**config.mk**
```make
export PLATFORM = sky130hd
export DESIGN_NAME = if_id_hazard_reg
export DESIGN_NICKNAME = d
export VERILOG_FILES = /design/src/rtl/if_id_hazard_reg.sv
export SDC_FILE = /design/constraint.sdc
export NUM_CORES = 1
export LEC_CHECK = 0
export CAP_MARGIN = 10
export CELL_PAD_IN_SITES_DETAIL_PLACEMENT = 0
export CELL_PAD_IN_SITES_GLOBAL_PLACEMENT = 1
export CORE_MARGIN = 4
export CORE_UTILIZATION = 25
export CTS_CLUSTER_DIAMETER = 100
export DETAILED_ROUTE_END_ITERATION = 16
export GPL_ROUTABILITY_DRIVEN = 0
export PLACE_DENSITY_LB_ADDON = 0.1
export SYNTH_ARGS = -nofsm -noshare
export SYNTH_HDL_FRONTEND = slang
export SYNTH_SLANG_ARGS = --single-unit
```
**constraint.sdc**
```tcl
create_clock -name CLK -period 3.1 [get_ports CLK]
set_input_delay 0.775 -clock CLK [delete_from_list [all_inputs] [get_ports CLK]]
set_output_delay 0.775 -clock CLK [all_outputs]
set_load 0.01 [all_outputs]
```
**src/rtl/if_id_hazard_reg.sv**
```systemverilog
// rtl/if_id_hazard_reg.sv - IF/ID pipeline register with load-use hazard stall, flush and stall counter
module if_id_hazard_reg #(
    parameter int STALL_CNT_W = 16
) (
    input  logic                   CLK,
    input  logic                   Reset_L,
    input  logic [31:0]            instrIn,
    input  logic [31:0]            pcPlus4In,
    input  logic                   fetchValid,
    input  logic                   flush,
    input  logic                   idEx_memRead,
    input  logic [4:0]             idEx_rt,
    output logic [31:0]            instrOut,
    output logic [31:0]            pcPlus4Out,
    output logic                   validOut,
    output logic [15:0]            imm16,
    output logic                   signExtend_L,
    output logic                   stall,
    output logic [STALL_CNT_W-1:0] stallCount
);

    localparam logic [5:0] OP_RTYPE = 6'h00;
    localparam logic [5:0] OP_J     = 6'h02;
    localparam logic [5:0] OP_JAL   = 6'h03;
    localparam logic [5:0] OP_BEQ   = 6'h04;
    localparam logic [5:0] OP_BNE   = 6'h05;
    localparam logic [5:0] OP_ANDI  = 6'h0C;
    localparam logic [5:0] OP_ORI   = 6'h0D;
    localparam logic [5:0] OP_XORI  = 6'h0E;
    localparam logic [5:0] OP_LUI   = 6'h0F;
    localparam logic [5:0] OP_SW    = 6'h2B;

    localparam logic [STALL_CNT_W-1:0] CNT_ONE = {{(STALL_CNT_W-1){1'b0}}, 1'b1};

    logic [5:0] op;
    logic [4:0] rs;
    logic [4:0] rt;
    logic       rsUsed;
    logic       rtUsed;
    logic       rsHit;
    logic       rtHit;

    assign op    = instrOut[31:26];
    assign rs    = instrOut[25:21];
    assign rt    = instrOut[20:16];
    assign imm16 = instrOut[15:0];

    always_comb begin
        rsUsed       = 1'b1;
        rtUsed       = 1'b0;
        signExtend_L = 1'b0;
        case (op)
            OP_J, OP_JAL, OP_LUI:          rsUsed = 1'b0;
            OP_RTYPE, OP_BEQ, OP_BNE, OP_SW: rtUsed = 1'b1;
            OP_ANDI, OP_ORI, OP_XORI:      signExtend_L = 1'b1;
            default: ;
        endcase
    end

    // Only the ID/EX load's destination can create a hazard; r0 is never a real dependency.
    assign rsHit = rsUsed && (rs == idEx_rt);
    assign rtHit = rtUsed && (rt == idEx_rt);
    assign stall = validOut && idEx_memRead && (idEx_rt != 5'd0) && (rsHit || rtHit);

    always_ff @(posedge CLK or negedge Reset_L) begin
        if (!Reset_L) begin
            instrOut   <= 32'h0;
            pcPlus4Out <= 32'h0;
            validOut   <= 1'b0;
        end else if (flush) begin
            instrOut   <= 32'h0;
            pcPlus4Out <= 32'h0;
            validOut   <= 1'b0;
        end else if (!stall) begin
            instrOut   <= fetchValid ? instrIn : 32'h0;
            pcPlus4Out <= pcPlus4In;
            validOut   <= fetchValid;
        end
    end

    // A flushed stall never takes effect, so it is not counted.
    always_ff @(posedge CLK or negedge Reset_L) begin
        if (!Reset_L) begin
            stallCount <= '0;
        end else if (stall && !flush && (stallCount != '1)) begin
            stallCount <= stallCount + CNT_ONE;
        end
    end

endmodule

```
==> metrics.md, run 1 <==
| Metric | Value |
|---|---|
| NetSw | 0.000598 W |
| # IOs | 173 |
| Yosys reg bits | 81 |
| Met3 Use GR | 5.16% |
| Core area | 14,500 um2 |
| Critical-path cell list | dlygate4sd2_1 > buf_4 > or3_1 > o311a_1 > o21ai_4 > inv_2 > clkdlybuf4s15_2 |
| CP Max Fanout | 2 |
| Cell variety after synth | 31 |
| CTS Buf Count | 9 |
| Clock tree from TritonCTS | built |
| Starting Density | 25.5% |
| Pwr Density | 432 nW/um2 |
| CTS root buf | clkbuf_16 |
| DR pass1 iterations | 4 |
| Layout area overhead | 57.3% |
| Via density | 4.57 |
| Clock share of power | 41.0% |
| Remaining antenna violation count | 0 |
| CP peak stage delay | 0.38 ns |
| CTS sink count | 81 |
| Post-route clock period utilization | 96.2% |
| CP Launch Type | input port |
| Max-cap violations | 0 |
| Vias | 3,399 |
| First DRT Iteration DRCs | 154 |
| Least-Margin Pin Slew | 0.824 ns |
| Final wirelength | 12.2 mm |
| Clk buf depth | 2 |
| Critical path class | in2out |
| Layout Skew | 0.00582 ns |
| Clk Latency, worst-skew pair | 0.34 ns |
| Sequential-to-total area share from yosys stat | 54.6% |
| Met1 usage | 18.9% |
| Dominant cell type by area after synthesis | dfrtp_1 |
| DP Wirelength | 8.31 mm |
| Slew Limit Headroom | 45.1% |
| Min cycle time layout | 2.98 ns |
| CP arrival | 2.21 ns |
| Grt ovf | 0 |
| Overall Global Routing Usage | 14.6% |
| CP max stage cell | o311a_1 |
| Hold WC Path Type | in2async |
| Ys flop type | dfrtp_1 |
| Die Y | 130 um |
| Cell with the most instances after synthesis | nand2_1 |
| Layout cell share with drive strength beyond 1 | 7.33% |
| Largest net degree at the start of global routing | 73 |
| PortBufs | 172 |
| Synth top area cells | dfrtp_1 55%, nand2_1 10%, a21oi_1 8.8% |
| Worst Path Required | 2.32 ns |
| Die Width | 130 um |
| Final Non-Filler Cells | 743 |
| Fin util | 40.2% |
| Fmax | 0.335 GHz |
| Gr busiest metal | met2 |
| Vias in the first global route | 3,487 |
| Pleak | 2.47 nW |
| Internal Power | 0.00192 W |
| Final setup vio count | 0 |
| Final hold violations | 0 |
| Row count | 44 |
| Die ar. | 16,900 um2 |
| H-tree depth | 3 |
| Number of synthesized flops with an enable pin | 0 |
| Async set-reset flop share out of synthesis | 100% |
| Syn_nets | 474 |
| Slew Viols, Final | 0 |
| Post-CTS Setup Inserts | 0 |
| Post-synthesis cell area | 3710 um2 |
| Antenna violations before repair | 0 |
| CP Capture Type | output pin |
| Reg clk slew, reported paths | 0.06 ns |
| GR Util met2 | 22.8% |
| Wire per inst | 16.4 um |
| Outcome | completed |
| Dpl cells | 728 |
| Comb pwr share | 14.1% |
| Yosys warns | 0 |
| NumNets Final | 630 |
| Post-synth top cells | 103 x nand2_1, 81 x dfrtp_1, 65 x a21oi_1 |
| Maximum vdd drop | 0.233 mV |
| Syn Inst Count | 399 |
| Synthesized area per cell | 9.30 um2 |
| Reg power frac | 44.9% |
| RSZ-0062 raised after global routing | false |
| Setup TNS | 0 ns |
| Buffers and inverters on the worst path | 4 |
| Top-area cell type share of the netlist area | 54.6% |
| Switching Share | 23.7% |
| Cell family with most CP delay | buffers and inverters |
| Final Power | 0.00252 W |
| Remaining DRCs | 0 |
| Wire length of the first global-routing pass | 19.2 mm |
| Antenna Cells | 0 |
## final cells by class
type | count | area [um2]
multi-input combinational | 275 | 1460
fill | 1510 | 8700
sequential | 81 | 2030
inverter | 1 | 3.75
clock inverter | 4 | 45.0
clock buffer | 11 | 233
timing repair buffer | 187 | 1840
tap | 184 | 230
## per-stage QoR
step	instance area (um2)	hold WS [ns]	worst slack, ns
2_1_floorplan	3710	0.479	0.437
3_3_place_gp	5560	0.488	-0.345
3_5_place_dp	5560	0.490	-0.372
4_1_cts	5830	0.389	0.0366
5_1_grt	5840	0.405	0.0732
6_report	5840	0.380	0.117
## power groups by stage
stage	sequential, W	combinational, W	clock (W)
floorplan	0.00117	0.0000980	0
global placement	0.00115	0.000364	0
detailed placement	0.00115	0.000365	0
CTS	0.00113	0.000365	0.00107
global route	0.00114	0.000389	0.00111
finish	0.00113	0.000356	0.00103
## flip-flops by register name, indices dropped and copies added (netlist names)
register and cells:
instrOut 32, pcPlus4Out 32, stallCount 16, validOut 1
## placed cells by master (no fill, tap or decap), drive strengths merged
master	count
o311a	1
bufinv	1
dlymetal6s2s	2
xor2	11
a211o	1
and4	1
nand2b	1
nand2	103
clkdlybuf4s15	1
ha	1
inv	1
a21oi	65
nor3	4
and3	4
clkbuf	11
nor4	3
nor2b	1
or4	1
or3	1
nor3b	1
o211a	1
clkdlybuf4s50	164
nor2	9
nand4	6
buf	17
clkinv	3
xnor2	14
mux2	1
o21ai	1
dlygate4sd2	3
nand3	43
dfrtp	81
a2111oi	1
## path summary, 6_finish.rpt
kind / from / endpoint / slack (ns) / cells past startpoint
max: idEx_rt[3] / stall / 0.12 / 7
min: Reset_L / stallCount[14] / 0.38 / 1
max reg2reg: instrOut[28] / instrOut[29] / 0.34 / 9
min reg2reg: stallCount[8] / stallCount[8] / 0.50 / 1
max in group asynchronous: Reset_L / instrOut[14] / 2.08 / 2
min in group CLK: stallCount[8] / stallCount[8] / 0.50 / 1
## timing repair
item / in CTS / in global routing
setup endpoints to repair: 1 / 24
hold buffers: 0 / 0
resized for setup: 6 / 2
pin swaps: 2 / 2
## layer usage
layer,share of wire [%],wire [um],vias to the layer above
met4,1.4,167,0
met3,8.4,1020,14
met2,45,5470,114
met5,0,0,-
met1,45,5540,1635
li1,-,-,1636
## cell families (layout without fill, tap and decap cells)
| family | Yosys count | after routing | synth area share (%) |
|---|---|---|---|
| adders and majority gates | 1 | 1 | 0.337 |
| xor gates and xnor gates | 25 | 25 | 5.90 |
| and+or+nand+nor | 178 | 178 | 22.0 |
| AOI/OAI and AO/OA | 70 | 70 | 10.5 |
| muxes | 1 | 1 | 0.304 |
| DFF | 81 | 81 | 54.6 |
| buffers and inverters | 43 | 203 | 6.31 |
(Power assumes the default switching activity.)
==> run 2, diff against run 1 <==
- CELL_PAD_IN_SITES_DETAIL_PLACEMENT: 0 -> 1
==> metrics.md, run 2 (same netlist as run 1, synthesis figures left out) <==
| Metric | Value |
|---|---|
| Outcome | completed |
| # IOs | 173 |
| Post-route clock period utilization | 96.8% |
| Antenna violations before repair | 0 |
| Max-cap violations | 0 |
| Commonest non-fill, non-tap cell in the layout | clkdlybuf4s50_1 |
| RR Startpoint | instrOut[26] |
| DP Wirelength | 8.93 mm |
| RSZ-0062 raised after global routing | false |
| Starting Density | 25.5% |
| Area after DPL | 5560 um2 |
| Hold WC Path Type | in2async |
| Wire per inst | 17.3 um |
| Critical path class | in2out |
| Grt ovf | 0 |
| Antenna Cells | 0 |
| CP max stage cell | o311a_1 |
| Post-CTS Setup Inserts | 0 |
| Largest net degree at the start of global routing | 73 |
| Commonest cells after routing, fill and taps aside | 164 x clkdlybuf4s50_1, 103 x nand2_1, 81 x dfrtp_1, 65 x a21oi_1, 43 x nand3_1 |
| Comb pwr share | 13.2% |
| Overall Global Routing Usage | 15.5% |
| Remaining antenna violation count | 0 |
| Worst Path Required | 2.32 ns |
| Crit path launch | idEx_rt[3] |
| CP arrival | 2.23 ns |
| NetSw | 0.000611 W |
| DR pass1 iterations | 4 |
| Die ar. | 16,900 um2 |
| Post-route cell area | 5900 um2 |
| Final hold violations | 0 |
| Fmax | 0.333 GHz |
| Die Width | 130 um |
| Final wirelength | 12.9 mm |
| PortBufs | 172 |
| Setup TNS | 0 ns |
| Die Y | 130 um |
| Vias in the first global route | 3,763 |
| Final WS setup | 0.0984 ns |
| Fillers | 1,678 |
| Layout area overhead | 59.1% |
| CP peak stage delay | 0.38 ns |
| Pleak | 2.49 nW |
| Wire length of the first global-routing pass | 20.5 mm |
| CP Capture Type | output pin |
| Slew Viols, Final | 0 |
| Maximum vdd drop | 0.302 mV |
| CP Launch Type | input port |
| Critical-path cell list | dlygate4sd2_1 > buf_4 > or3_1 > o311a_1 > o21ai_4 > inv_2 > clkdlybuf4s15_2 |
| Layout cell share with drive strength beyond 1 | 8.04% |
| Clock share of power | 45.2% |
| Cts hold-fix bufs | 0 |
| Slew Limit Headroom | 44.0% |
| Least-Margin Pin Slew | 0.840 ns |
| Reg clk slew, reported paths | 0.06 ns |
| Vias | 3,425 |
| NumNets Final | 630 |
| Reg power frac | 41.6% |
| Biggest regs | instrOut (32), pcPlus4Out (32), stallCount (16) |
| # resized after CTS | 9 |
| Core area | 14,500 um2 |
| Clk Latency, worst-skew pair | 0.34 ns |
| CTS sink count | 81 |
| Row count | 44 |
| First DRT Iteration DRCs | 118 |
| Internal Power | 0.00211 W |
| Layout Skew | 0.00525 ns |
| Remaining DRCs | 0 |
| Clk buf depth | 2 |
| Min cycle time layout | 3.00 ns |
| CTS Buf Count | 9 |
| Pwr Density | 461 nW/um2 |
| Clock tree from TritonCTS | built |
| H-tree depth | 3 |
| Worst slack, placed | -0.409 ns |
| CP Max Fanout | 2 |
| Switching Share | 22.4% |
| CTS root buf | clkbuf_16 |
| Final setup vio count | 0 |
| Via density | 4.60 |
run 2: metal layers:
| metal | vias up | global-route usage [%] | wire length (um) |
|---|---|---|---|
| li1 | 1634 | - | - |
| met1 | 1671 | 19.7 | 5630 |
| met2 | 106 | 24.9 | 6010 |
| met3 | 14 | 5.12 | 1010 |
| met4 | 0 | 5.20 | 198 |
| met5 | - | 0 | 0 |
run 2: worst max-delay path, delay by kind of cell:
family | cells | cell delay, ns
buffers and inverters | 4 | 0.67
AOI/OAI and AO/OA | 2 | 0.46
and+or+nand+nor | 1 | 0.31
run 2: final timing paths:
kind,end,slack (ns),depth (start not counted)
setup / recovery,stall,0.1,7
hold / removal,stallCount[14],0.38,1
setup reg to reg,pcPlus4Out[30],0.29,9
hold reg to reg,stallCount[15],0.50,1
max in group asynchronous,instrOut[14],2.08,2
min in group CLK,stallCount[15],0.50,1
run 2: through the flow:
step	cells	power (W)	util, %	hold WS, ns
2_1_floorplan	399	0.00127	-	0.479
3_3_place_gp	728	0.00151	38.2	0.488
6_report	744	0.00272	40.6	0.383
3_5_place_dp	728	0.00152	38.2	0.492
4_1_cts	744	0.00278	40.6	0.392
5_1_grt	744	0.00285	40.6	0.417
run 2: power groups by stage:
stage	Clock [W]	Sequential [W]	Combinational (W)
detailed placement	0	0.00115	0.000369
finish	0.00123	0.00113	0.000360
global placement	0	0.00115	0.000364
floorplan	0	0.00117	0.0000980
global route	0.00132	0.00114	0.000394
CTS	0.00127	0.00113	0.000369
run 2: layout make-up:
class | instances | area (um2) | share of cell area (%)
Sequential cell | 81 | 2030 | 34.3
Timing Repair Buffer | 187 | 1830 | 31.1
Multi-Input combinational cell | 275 | 1460 | 24.8
Clock buffer | 10 | 239 | 4.05
Tap cell | 184 | 230 | 3.90
Clock inverter | 6 | 105 | 1.78
Inverter | 1 | 3.75 | 0.0636
==> run 3, diff against run 2 <==
- GPL_TIMING_DRIVEN: not set -> 0
- SKIP_CTS_REPAIR_TIMING: not set -> 1
==> metrics.md, run 3 (same netlist as run 1, synthesis figures left out) <==
| Metric | Value |
|---|---|
| Grt ovf | 0 |
| Max-cap violations | 0 |
| Post-route clock period utilization | 96.4% |
| Final Power | 0.00253 W |
| Pwr Density | 417 nW/um2 |
| Least-Margin Pin Slew | 0.677 ns |
| Pleak | 2.64 nW |
| Worst Path Required | 2.32 ns |
| RSZ-0062 raised after global routing | false |
| CP peak stage delay | 0.56 ns |
| H-tree depth | 3 |
| DP Wirelength | 9.89 mm |
| Critical-path cell list | or4_4 > a2111oi_4 > o21ai_4 > clkinv_4 > dlymetal6s2s_1 |
| Final wirelength | 13.4 mm |
| First DRT Iteration DRCs | 123 |
| Reg clk slew, reported paths | 0.06 ns |
| Antenna Cells | 0 |
| # IOs | 173 |
| Fin util | 41.6% |
| Die ar. | 16,900 um2 |
| Critical path class | reg2out |
| Layout area overhead | 63.1% |
| Vias | 3,583 |
| CTS Buf Count | 9 |
| CP Capture Type | output pin |
| Min cycle time layout | 2.99 ns |
| Overall Global Routing Usage | 16.1% |
| Wire per inst | 17.2 um |
| PortBufs | 170 |
| CP max stage cell | or4_4 |
| Clk Latency, worst-skew pair | 0.34 ns |
| Biggest regs | instrOut (32), pcPlus4Out (32), stallCount (16) |
| Layout Skew | 0.00545 ns |
| Slew Viols, Final | 0 |
| CP arrival | 2.21 ns |
| Largest net degree at the start of global routing | 52 |
| NumNets Final | 664 |
| Cell family with most CP delay | simple AND/OR/NAND/NOR gates |
| Fmax | 0.335 GHz |
| Commonest non-fill, non-tap cell in the layout | clkdlybuf4s50_1 |
| Clk buf depth | 2 |
| Die Width | 130 um |
| Slew Limit Headroom | 54.8% |
| Antenna violations before repair | 0 |
| DR pass1 iterations | 4 |
| Wire length of the first global-routing pass | 21.1 mm |
| Remaining DRCs | 0 |
| Row count | 44 |
| Buffers and inverters on the worst path | 2 |
| CTS sink count | 81 |
| Fillers | 1,711 |
| Starting Density | 25.5% |
| Via density | 4.61 |
| Clock tree from TritonCTS | built |
| CTS root buf | clkbuf_16 |
| Final hold violations | 0 |
| Outcome | completed |
| CP Max Fanout | 7 |
| Final setup vio count | 0 |
| CP Launch Type | flop |
| Die Y | 130 um |
| Core area | 14,500 um2 |
| Layout cell share with drive strength beyond 1 | 10.1% |
| Commonest cells after routing, fill and taps aside | 163 x clkdlybuf4s50_1, 103 x nand2_1, 81 x dfrtp_1, 65 x a21oi_1, 43 x nand3_1 |
| Vias in the first global route | 3,788 |
| Maximum vdd drop | 0.223 mV |
| Remaining antenna violation count | 0 |
| Hold WC Path Type | in2async |
run 3: cell count changes in the layout (fill, tap and decap cells not counted), sizes merged:
| cell | before | now |
|---|---|---|
| buf | 17 | 37 |
| dlymetal6s2s | 0 | 6 |
| clkbuf | 10 | 26 |
| bufinv | 3 | 0 |
| clkdlybuf4s50 | 164 | 163 |
| clkdlybuf4s15 | 1 | 0 |
| inv | 1 | 0 |
| clkinv | 3 | 5 |
| dlygate4sd2 | 5 | 0 |
run 3: power by group:
part	switching, W	internal (W)
registers	0.0000343	0.00110
logic	0.000158	0.000215
clock network	0.000420	0.000600
run 3: worst reg2reg max path: stages (launching register included):
cell	delay, ns
dfrtp_1	0.47
or4_4	0.57
a2111oi_4	0.42
o21ai_4	0.15
buf_4	0.19
buf_2	0.20
nor3b_2	0.22
xor2_1	0.16
run 3: path summary, 6_finish.rpt:
check | from | slack [ns] | cells past startpoint | endpoint
min in group CLK | stallCount[15] | 0.50 | 1 | stallCount[15]
max in group asynchronous | Reset_L | 2.11 | 2 | instrOut[16]
min reg2reg | stallCount[15] | 0.50 | 1 | stallCount[15]
min | Reset_L | 0.37 | 1 | stallCount[14]
max | instrOut[29] | 0.11 | 5 | stall
max reg2reg | instrOut[29] | 0.65 | 7 | stallCount[6]
run 3: area by class of cell:
type	count	area, um2	share of cell area (%)
clock inverter	3	15.0	0.248
timing repair inverter	1	5.00	0.0827
timing repair buffer	179	1800	29.8
inverter	1	8.76	0.145
multi-input combinational	275	1470	24.3
sequential	81	2030	33.5
clock buffer	12	267	4.40
tap	184	230	3.80
buffer	41	225	3.72
run 3: metal layers:
layer	share of wire (%)	routed length (um)	global-route usage, %
met1	44	5860	21.6
met2	46	6200	24.7
met3	8.3	1110	4.91
met4	1.5	201	5.50
met5	0	0	0
run 3: stage by stage:
stage | worst slack [ns] | std cells | TNS (ns) | instance area, um2 | hold WS (ns)
after floorplan | 0.437 | 399 | 0 | 3710 | 0.479
after global placement | -1.93 | 753 | -157.63 | 5640 | 0.486
after detailed placement | -1.06 | 754 | -2.23 | 5670 | 0.485
after CTS | -1.06 | 769 | -1.06 | 5950 | 0.387
after global routing | 0.0475 | 777 | 0 | 6050 | 0.404
final | 0.112 | 777 | 0 | 6050 | 0.373
